**config.mk**
```make
export PLATFORM = sky130hd
export DESIGN_NAME = filter2d_frame_ctrl
export DESIGN_NICKNAME = d
export VERILOG_FILES = /design/src/rtl/filter2d_pkg.sv /design/src/rtl/filter2d_coef_bank.sv /design/src/rtl/filter2d_frame_ctrl.sv
export SDC_FILE = /design/constraint.sdc
export NUM_CORES = 1
export LEC_CHECK = 0
export ABC_AREA = 1
export ABC_CLOCK_PERIOD_IN_PS = 1800
export CAP_MARGIN = 20
export CORE_UTILIZATION = 45
export CTS_CLUSTER_DIAMETER = 120
export DETAILED_ROUTE_END_ITERATION = 8
export DONT_BUFFER_PORTS = 1
export SETUP_SLACK_MARGIN = 0.1
export SLEW_MARGIN = 25
export SYNTH_ARGS = -nofsm -noshare
export SYNTH_HDL_FRONTEND = slang
export SYNTH_SLANG_ARGS = --single-unit
```
**constraint.sdc**
```tcl
create_clock -name clk -period 1.8 [get_ports clk]
set_clock_uncertainty 0.2 [all_clocks]
set_input_delay 0.09 -clock clk [delete_from_list [all_inputs] [get_ports clk]]
set_output_delay 0.09 -clock clk [all_outputs]
set_load 0.01 [all_outputs]
```
**src/rtl/filter2d_pkg.sv**
```systemverilog
// Shared types and default geometry for the double-buffered 2D filter frame controller.
package filter2d_pkg;

  localparam int unsigned W_BITS     = 8;
  localparam int unsigned H_BITS     = 8;
  localparam int unsigned NCOEF      = 9;
  localparam int unsigned COEF_W     = 8;
  localparam int unsigned COEF_BUS_W = COEF_W * NCOEF;

  typedef enum logic [1:0] {
    IDLE,
    RUN,
    WAIT_DONE
  } state_e;

endpackage

```
**src/rtl/filter2d_coef_bank.sv**
```systemverilog
// Shadow/active kernel coefficient registers; the active set only changes on commit.
module filter2d_coef_bank
  import filter2d_pkg::*;
#(
  parameter int unsigned NCOEF = filter2d_pkg::NCOEF
) (
  input  logic                      clk,
  input  logic                      reset_n,
  input  logic                      h_write,
  input  logic [3:0]                h_idx,
  input  logic [COEF_W-1:0]         h_data,
  input  logic                      commit,
  output logic [COEF_W*NCOEF-1:0]   coef_act
);

  logic [NCOEF-1:0][COEF_W-1:0] shadow_q;
  logic [COEF_W*NCOEF-1:0]      act_q;

  // Commit samples shadow_q before this cycle's host write lands.
  always_ff @(posedge clk or negedge reset_n) begin
    if (!reset_n) begin
      shadow_q <= '0;
      act_q    <= '0;
    end else begin
      if (commit) begin
        act_q <= shadow_q;
      end
      for (int k = 0; k < int'(NCOEF); k++) begin
        if (h_write && (int'(h_idx) == k)) begin
          shadow_q[k] <= h_data;
        end
      end
    end
  end

  assign coef_act = act_q;

endmodule

```
**src/rtl/filter2d_frame_ctrl.sv**
```systemverilog
// Frame controller: ping-pong write addressing, per-frame coordinate sequencing and
// frame-synchronous kernel commit.
module filter2d_frame_ctrl
  import filter2d_pkg::*;
#(
  parameter int unsigned W_BITS = filter2d_pkg::W_BITS,
  parameter int unsigned H_BITS = filter2d_pkg::H_BITS,
  parameter int unsigned NCOEF  = filter2d_pkg::NCOEF
) (
  input  logic                       clk,
  input  logic                       reset_n,
  input  logic                       i_strb,
  input  logic [7:0]                 i_data,
  input  logic                       h_write,
  input  logic [3:0]                 h_idx,
  input  logic [7:0]                 h_data,
  output logic                       wr_en,
  output logic                       wr_bank,
  output logic [W_BITS+H_BITS-1:0]   wr_addr,
  output logic [7:0]                 wr_data,
  output logic                       p_valid,
  input  logic                       p_ready,
  output logic [H_BITS-1:0]          p_row,
  output logic [W_BITS-1:0]          p_col,
  output logic                       rd_bank,
  input  logic                       d_done,
  output logic [8*NCOEF-1:0]         coef_act,
  output logic                       busy,
  output logic                       frame_done,
  output logic                       err_drop,
  output logic [15:0]                frame_cnt
);

  localparam int unsigned ABits = W_BITS + H_BITS;

  logic [ABits-1:0]  wcnt_q;
  logic              wb_q;
  logic              wr_en_q, wr_bank_q, rd_bank_q, err_drop_q;
  logic [ABits-1:0]  wr_addr_q;
  logic [7:0]        wr_data_q;

  state_e            state_q, state_d;
  logic              setup_q, setup_d;
  logic [H_BITS-1:0] row_q, row_d;
  logic [W_BITS-1:0] col_q, col_d;
  logic              frame_done_q, frame_done_d;
  logic [15:0]       frame_cnt_q, frame_cnt_d;

  logic last_pix, proc_free, frame_start;

  assign last_pix    = i_strb && (wcnt_q == '1);
  assign proc_free   = (state_q == IDLE) || ((state_q == WAIT_DONE) && d_done);
  assign frame_start = last_pix && proc_free;

  always_ff @(posedge clk or negedge reset_n) begin
    if (!reset_n) begin
      wcnt_q     <= '0;
      wb_q       <= 1'b0;
      wr_en_q    <= 1'b0;
      wr_bank_q  <= 1'b0;
      wr_addr_q  <= '0;
      wr_data_q  <= '0;
      rd_bank_q  <= 1'b0;
      err_drop_q <= 1'b0;
    end else begin
      wr_en_q <= i_strb;
      if (i_strb) begin
        wcnt_q    <= wcnt_q + ABits'(1);
        wr_bank_q <= wb_q;
        wr_addr_q <= wcnt_q;
        wr_data_q <= i_data;
      end
      // A dropped frame leaves wb_q alone so the next frame overwrites the same bank.
      if (frame_start) begin
        wb_q      <= ~wb_q;
        rd_bank_q <= wb_q;
      end
      if (last_pix && !proc_free) begin
        err_drop_q <= 1'b1;
      end
    end
  end

  always_comb begin
    state_d      = state_q;
    setup_d      = 1'b0;
    row_d        = row_q;
    col_d        = col_q;
    frame_done_d = 1'b0;
    frame_cnt_d  = frame_cnt_q;
    unique case (state_q)
      IDLE: ;
      RUN: begin
        if (!setup_q && p_ready) begin
          if (col_q == '1) begin
            col_d = '0;
            if (row_q == '1) begin
              row_d   = '0;
              state_d = WAIT_DONE;
            end else begin
              row_d = row_q + H_BITS'(1);
            end
          end else begin
            col_d = col_q + W_BITS'(1);
          end
        end
      end
      WAIT_DONE: begin
        if (d_done) begin
          state_d      = IDLE;
          frame_done_d = 1'b1;
          frame_cnt_d  = frame_cnt_q + 16'd1;
        end
      end
      default: state_d = IDLE;
    endcase
    // The setup cycle lets the final pixel write land before the bank is read.
    if (frame_start) begin
      state_d = RUN;
      setup_d = 1'b1;
    end
  end

  always_ff @(posedge clk or negedge reset_n) begin
    if (!reset_n) begin
      state_q      <= IDLE;
      setup_q      <= 1'b0;
      row_q        <= '0;
      col_q        <= '0;
      frame_done_q <= 1'b0;
      frame_cnt_q  <= '0;
    end else begin
      state_q      <= state_d;
      setup_q      <= setup_d;
      row_q        <= row_d;
      col_q        <= col_d;
      frame_done_q <= frame_done_d;
      frame_cnt_q  <= frame_cnt_d;
    end
  end

  filter2d_coef_bank #(
    .NCOEF (NCOEF)
  ) u_coef_bank (
    .clk      (clk),
    .reset_n  (reset_n),
    .h_write  (h_write),
    .h_idx    (h_idx),
    .h_data   (h_data),
    .commit   (frame_start),
    .coef_act (coef_act)
  );

  assign wr_en      = wr_en_q;
  assign wr_bank    = wr_bank_q;
  assign wr_addr    = wr_addr_q;
  assign wr_data    = wr_data_q;
  assign p_valid    = (state_q == RUN) && !setup_q;
  assign p_row      = row_q;
  assign p_col      = col_q;
  assign rd_bank    = rd_bank_q;
  assign busy       = (state_q != IDLE);
  assign frame_done = frame_done_q;
  assign err_drop   = err_drop_q;
  assign frame_cnt  = frame_cnt_q;

endmodule

```
### Word-level counts from Yosys, hierarchy flattened

Cells that the tools add are included.

| storage, ports and cells | value |
|---|---|
| bits in registers | 225 |
| output and inout port bits | 135 |

| operators by class | value |
|---|---|
| mux-type cells | 11 |
| bitwise operators | 1 |
| equal/unequal tests | 18 |
| add/sub/neg operators | 4 |
| reduce and logical (&&, ||, !) cells | 25 |

Operators by type and width:

| kind | number |
|---|---|
| $add 16x1->16 const B | 2 |
| $eq 4x4->1 const B | 5 |
| $add 8x1->8 const B | 2 |
| $eq 16x16->1 const B | 1 |
| $eq 8x8->1 const B | 2 |
| $mux 8 | 2 |
| $logic_and 1x1->1 | 15 |
| $ne 3x3->1 const B | 4 |
| $mux 2 | 5 |
| $eq 4x3->1 const B | 2 |
| $pmux 2 s3 | 1 |
| $reduce_and 5->1 | 1 |
| $eq 4x2->1 const B | 1 |
| $logic_not 4->1 | 1 |
| $reduce_and 2->1 | 2 |
| $mux 1 | 3 |
| $reduce_and 3->1 | 1 |
| $eq 2x1->1 const B | 1 |
| $eq 2x2->1 const B | 1 |
| $logic_not 1->1 | 2 |
| $logic_not 2->1 | 1 |
| $ne 2x2->1 const B | 1 |
| $reduce_bool 2->1 | 1 |
| $logic_or 1x1->1 | 1 |
| $not 1->1 | 1 |

### Logic depth before layout (Yosys ltp)

Gate-level depths: netlist of run 1.

| logic depth | value |
|---|---|
| word-level depth | 6 |
| gate-level depth with buffers | 9 |

### By module

Synthesis of run 1 repeated with hierarchy kept, for this count alone.

| unflattened totals | value |
|---|---|
| cell total of the unflattened synthesis | 993 |
| area, all modules | 9589.2 um^2 |

Modules (own cells, without submodules):

| module | cells each | instances | seq. area each (um^2) | area an instance (um^2) |
|---|---|---|---|---|
| filter2d_coef_bank | 521 | 1 | 3603.5 | 5665.4 |
| filter2d_frame_ctrl | 472 | 1 | 2026.9 | 3923.8 |

### Least setup slack after synthesis of run 1

Ideal clock, no wire load.

| path | value |
|---|---|
| path type | reg-to-reg |
| start point | register wcnt_q[0] |
| end point | register wcnt_q[10] |
| buffers on the path | 0 |
| clock period less this slack | 1639 ps |
| stages on the path, launching flop included | 8 |
| required time | 1479 ps |
| arrival | 1317 ps |
| slack | 161 ps |
| path through | dfrtp_1 > ha_1 > nand2_1 > nor2_1 > nand2_1 > nor2_1 > nand2_1 > xor2_1 |

| between the ends | value |
|---|---|
| word-level cells in the longest chain between the ends | 1 |

Ends and longest elaborated chain:

| item | RTL line | text |
|---|---|---|
| start: declaration | filter2d_frame_ctrl.sv:36 | `logic [ABits-1:0] wcnt_q;` |
| start signal: assignment | filter2d_frame_ctrl.sv:68 | `wcnt_q <= wcnt_q + ABits'(1);` |
| $add 16x1->16 | filter2d_frame_ctrl.sv:68 |  |

Every way passes these cells.
A chain may end at the register's enable or synchronous reset.

==> results of run 1 <==
-- area by class of cell --
type | instances | area, um^2 | share of cell area [%]
clock buffer | 37 | 731 | 6.46
clock inverter | 4 | 23.8 | 0.210
inverter | 69 | 272 | 2.40
multi-input combinational | 695 | 3290 | 29.1
sequential | 225 | 5630 | 49.8
tap | 270 | 338 | 2.99
timing repair buffer | 103 | 1020 | 9.02
-- stage by stage --
| stage | util [%] | std cells | total power (uW) | TNS, ns | hold slack, ns |
|---|---|---|---|---|---|
| final | 55.5 | 1403 | 11500 | 0 | -0.928 |
| after global routing | 55.5 | 1403 | 12100 | 0 | -0.953 |
| after CTS | 54.3 | 1391 | 11500 | 0 | -0.949 |
| after detailed placement | 48.1 | 1300 | 6630 | -0.0202 | -0.399 |
| after global placement | 48.1 | 1300 | 6590 | 0 | -0.399 |
| after floorplan | - | 1018 | 6390 | 0 | -0.406 |
-- flip-flops by register name (all words and copies together) (netlist names), 2 cells and up --
signal and flops:
u_coef_bank.coef_act 72, u_coef_bank.shadow_q 72, frame_cnt 16, wcnt_q 16, wr_addr 16, p_col 8, p_row 8, wr_data 8
state_q 2
-- layout by cell type, fill, tap and decap left out, types with 7 or more instances in the layout --
cell type | netlist | layout
xor2_1 | 16 | 16
inv_1 | 59 | 59
nand2_1 | 400 | 396
nand3_1 | 25 | 24
buf_4 | 1 | 43
nor2_1 | 41 | 36
dlygate4sd3_1 | 0 | 47
clkbuf_16 | 0 | 28
inv_2 | 7 | 7
dfrtp_1 | 225 | 224
nand2_2 | 71 | 75
xnor2_1 | 9 | 9
o21ai_0 | 97 | 97
-- per-layer routing --
metal  track usage [%]  part of all wire [%]  vias up
met3              5.19                   6.9       24
met4              4.48                   1.4        0
met1              28.0                    46     3268
met5                 0                     0        -
li1                  -                     -     3381
met2              32.9                    46      154
-- cell families (layout without fill, tap and decap cells) --
group                    after synthesis  in the layout  share of synthesized area, %
AND/OR/NAND/NOR                      563            563                          25.8
flip-flops                           225            225                          59.9
AO/OA/AOI/OAI                        103            103                          5.51
buffers and inverters                 98            213                          5.92
XOR/XNOR                              25             25                          2.33
adder cells (fa/ha/maj)                4              4                         0.533
-- report_power, final --
group	total (uW)	internal (uW)	switching, uW
registers	5890	5550	347
clock network	4720	2780	1940
logic	907	474	433
total	11500	8800	2720
-- path summary, 6_finish.rpt --
kind | slack (ns) | endpoint | start | depth (start not counted)
worst max-delay path | 0.12 | wr_data[5] | i_data[5] | 5
worst min-delay path | -0.93 | p_row[1] | reset_n | 0
worst max register to register | 0.14 | u_coef_bank.coef_act[69] | wcnt_q[11] | 6
worst min register to register | 0.26 | u_coef_bank.coef_act[51] | u_coef_bank.shadow_q[51] | 2
max in group asynchronous | 1.62 | frame_cnt[9] | reset_n | 0
min in group clk | -0.03 | wr_addr[3] | i_strb | 3
-- critical path, cell delays in order --
cell           delay, ns
dlygate4sd3_1       0.54
nand2_1             0.07
dlygate4sd3_1       0.54
nand2_1             0.06
dlygate4sd3_1       0.56
-- timing repair --
action	CTS	global route
endpoints found under the hold margin	375	225
resized for setup	3	28
gates cloned	0	5
setup buffers	0	7
pin swaps	0	7
endpoints found under the setup margin	39	107
==> out/qor.yml, run 1 <==
synth_area_leaders: "dfrtp_1 (60%), nand2_1 (16%), o21ai_0 (5.2%)"
first_global_vias: 6699
synth.distinct_cells: 27
yosys_warnings: 0
finalWirelength_mm: 22.2
placed_cell_area_mm2: 0.00979
max_clock_freq_ghz: 0.597
area_delta_synth_final_pct: 20.3
ys_ff_latch: 225
grt_max_degree: 226
numCtsBuffers: 25
drive_above_1_share_pct: 16.9
yosysMostFrequentCell: "nand2_1"
finalWeightedCongestion: 0.844
fillCellCount: 1857
synth_top_cell_by_area: "dfrtp_1"
hold_viol: 228
synth.avg_cell_area_um2: 9.23
synth_edf_count: 0
numPortBuffers: 0
core_area_mm2: 0.0204
vias_per_cell: 4.87
antenna_found_initial: 0
hold_path_class: "in -> async"
ctsHtreeMaxLevel: 1
ir_worst_vdd_mv: 0.758
cts_sinks: 225
max-slew-margin-rel_pct: 48.0
vias: 6827
wl_per_cell_um: 15.8
initial_core_util_pct: 46.2
grt.total_usage_pct: 20.5
syn_area_mm2: 0.00940
fin_crit_ns: 1.68
clockRootBuffer: "clkbuf_16"
p_leak_uw: 0.00583
synthArstFlopShare_pct: 100
die_h_um: 147
nNetsFinal: 1149
crit_arrival_ns: 1.87
clk_latency_ns: 0.51
design_area_mm2: 0.0113
synth.top_cell.area_share_pct: 59.9
netlist_top_cells_count: "nand2_1 (400), dfrtp_1 (225), o21ai_0 (97)"
clkTransAtPathRegs_ns: 0.06
ant_nets: 0
antenna_cells: 0
ys.flop_type: "dfrtp_1"
layout_setup_ws_ns: 0.124
powerDensity_mw_per_mm2: 1020
slew_violations: 0
critPathMaxFanout: 1
drv_cap: 0
fp.dieW_um: 147
tightest_slew_ns: 0.780
drt_pass1_iterations: 5
cts_hold_buf: 50
outcome: "finished, violations left"
dpl_worst_slack_ns: -0.0171
rsz0062_at_grt: "yes"
post-route-drc-count: 0
worstPathRequired_ns: 1.99
holdWs_ns: -0.928
grt_first_pass_wirelength_mm: 35.4
clockBufferDepth: 3
overflow: 0
synth_fp_nets: 1048
period_share_pct: 93.1
seq_area_frac_synth_pct: 59.9
start_kind: "primary input"
cts_tree: "done"
setup_violations: 0
violations: "hold timing"
rows: 52
die_area_mm2: 0.0215
postSynthCellCount: 1018
drtIter0Drc: 384
crit_type: "in -> reg"
dp_hpwl_mm: 13.1
io_pins: 161
end_kind: "register"
Note: power is estimated with default switching activity, not from simulation.
==> run 2: changes to the inputs <==
- CTS_CLUSTER_SIZE: not set -> 12
- RECOVER_POWER: not set -> 50
==> out/qor.yml, run 2 (synthesized netlist as in run 1, its figures left out) <==
grt_first_pass_wirelength_mm: 35.4
critPathMaxStageDelay_ns: 0.56
vias_per_cell: 4.88
clk_latency_ns: 0.50
utilization_pct: 54.5
combPwrFrac_pct: 7.6
hold_viol: 227
ir_worst_vdd_mv: 0.627
dp_hpwl_mm: 13.1
clockRootBuffer: "clkbuf_16"
max_clock_freq_ghz: 0.597
nNetsFinal: 1141
grt.total_usage_pct: 20.6
rrSetupSlack_ns: 0.14
core_area_mm2: 0.0204
clockBufferDepth: 3
antenna_cells: 0
drt_pass1_iterations: 5
grt_max_degree: 226
numCtsBuffers: 22
cts_sinks: 225
rows: 52
outcome: "finished, violations left"
wl_per_cell_um: 16.1
fp.dieW_um: 147
p_leak_uw: 0.00572
powerDensity_mw_per_mm2: 971
p_switching_uw: 2580
dpl_worst_slack_ns: -0.0171
overflow: 0
rr_startpoint: "wcnt_q[0]"
post-route-drc-count: 0
finalWeightedCongestion: 0.844
clkTransAtPathRegs_ns: 0.06
area_delta_synth_final_pct: 18.1
clock_power_share_pct: 37.7
r2r_cells: 4
tightest_slew_ns: 0.535
initial_core_util_pct: 46.2
max-slew-margin-rel_pct: 64.2
hold_path_class: "in -> async"
crit_type: "in -> reg"
layout_setup_ws_ns: 0.126
ctsHtreeMaxLevel: 1
die_area_mm2: 0.0215
placed_cell_area_mm2: 0.00979
layout_commonest_cell: "nand2_1"
seqPwrFrac_pct: 54.6
start_kind: "primary input"
fillCellCount: 1870
cp_cell_sequence: "dlygate4sd3_1, nand2_1, dlygate4sd3_1, nand2_1, dlygate4sd3_1"
io_pins: 161
cts_hold_buf: 50
finalWirelength_mm: 22.2
numPortBuffers: 0
slew_violations: 0
swShare_pct: 23.9
crit_arrival_ns: 1.85
end_kind: "register"
fin_crit_ns: 1.67
antenna_found_initial: 0
holdWs_ns: -0.917
period_share_pct: 93.0
p_int_uw: 8200
design_area_mm2: 0.0111
violations: "hold timing"
final_cell_mix: "nand2_1 (398), dfrtp_1 (224), o21ai_0 (96)"
r2r_end: "wcnt_q[1]"
cts_tree: "done"
drv_cap: 0
ant_nets: 0
critPathMaxFanout: 1
vias: 6744
drtIter0Drc: 370
rsz0062_at_grt: "yes"
setup_violations: 0
die_h_um: 147
first_global_vias: 6639
drive_above_1_share_pct: 15.8
worstPathRequired_ns: 1.98
p_total_uw: 10800
cpMaxStageDelayCell: "dlygate4sd3_1"
crit_top_cell: "dlygate4sd3_1"
[run 2: stage by stage]
stage / std cells / TNS [ns] / hold WS (ns)
after floorplan: 1018 / 0 / -0.406
after global placement: 1300 / 0 / -0.399
after detailed placement: 1300 / -0.0202 / -0.399
after CTS: 1374 / 0 / -0.938
after global routing: 1381 / 0 / -0.941
final: 1381 / 0 / -0.917
[run 2: routing by layer]
layer / vias to the layer above / part of all wire (%) / global-route usage (%)
met2: 149 / 45 / 32.8
met4: 0 / 1.7 / 4.32
met5: - / 0 / 0
met1: 3224 / 46 / 28.4
li1: 3342 / - / -
met3: 29 / 6.8 / 5.50
[run 2: layout make-up]
class	instances	area (um^2)	share of cell area, %
Clock inverter	1	5.00	0.0451
Tap cell	270	338	3.04
Inverter	69	272	2.45
Sequential cell	225	5630	50.7
Clock buffer	23	576	5.18
Multi-Input combinational cell	695	3280	29.6
Timing Repair Buffer	98	997	8.98
[run 2: what timing repair did]
action,4_1_cts,5_1_grt
cloned,0,7
pin swaps,0,3
resized for setup,3,26
setup buffers,0,1
setup endpoints to repair,39,111
endpoints found under the hold margin,373,225
[run 2: how the worst max path moves through the flow]
| stage | start | to |
|---|---|---|
| detailed placement | wcnt_q[0] | u_coef_bank.coef_act[62] |
| global route | state_q[0] | frame_cnt[9] |
| global placement | wcnt_q[0] | u_coef_bank.coef_act[62] |
| floorplan | wcnt_q[0] | wcnt_q[10] |
| finish | i_data[5] | wr_data[5] |
| CTS | wcnt_q[0] | u_coef_bank.coef_act[47] |
[run 2: power by group through the flow]
| stage | clock network (uW) | logic [uW] | registers [uW] |
|---|---|---|---|
| 5_1_grt | 4360 | 971 | 5950 |
| 3_3_place_gp | 0 | 637 | 5950 |
| 3_5_place_dp | 0 | 658 | 5970 |
| 4_1_cts | 4190 | 820 | 5880 |
| 6_report | 4070 | 823 | 5890 |
| 2_1_floorplan | 0 | 488 | 5900 |
[run 2: worst max-delay path, delay by kind of cell]
family	cells	cell delay, ns
buf+inv	3	1.64
simple gates	2	0.12
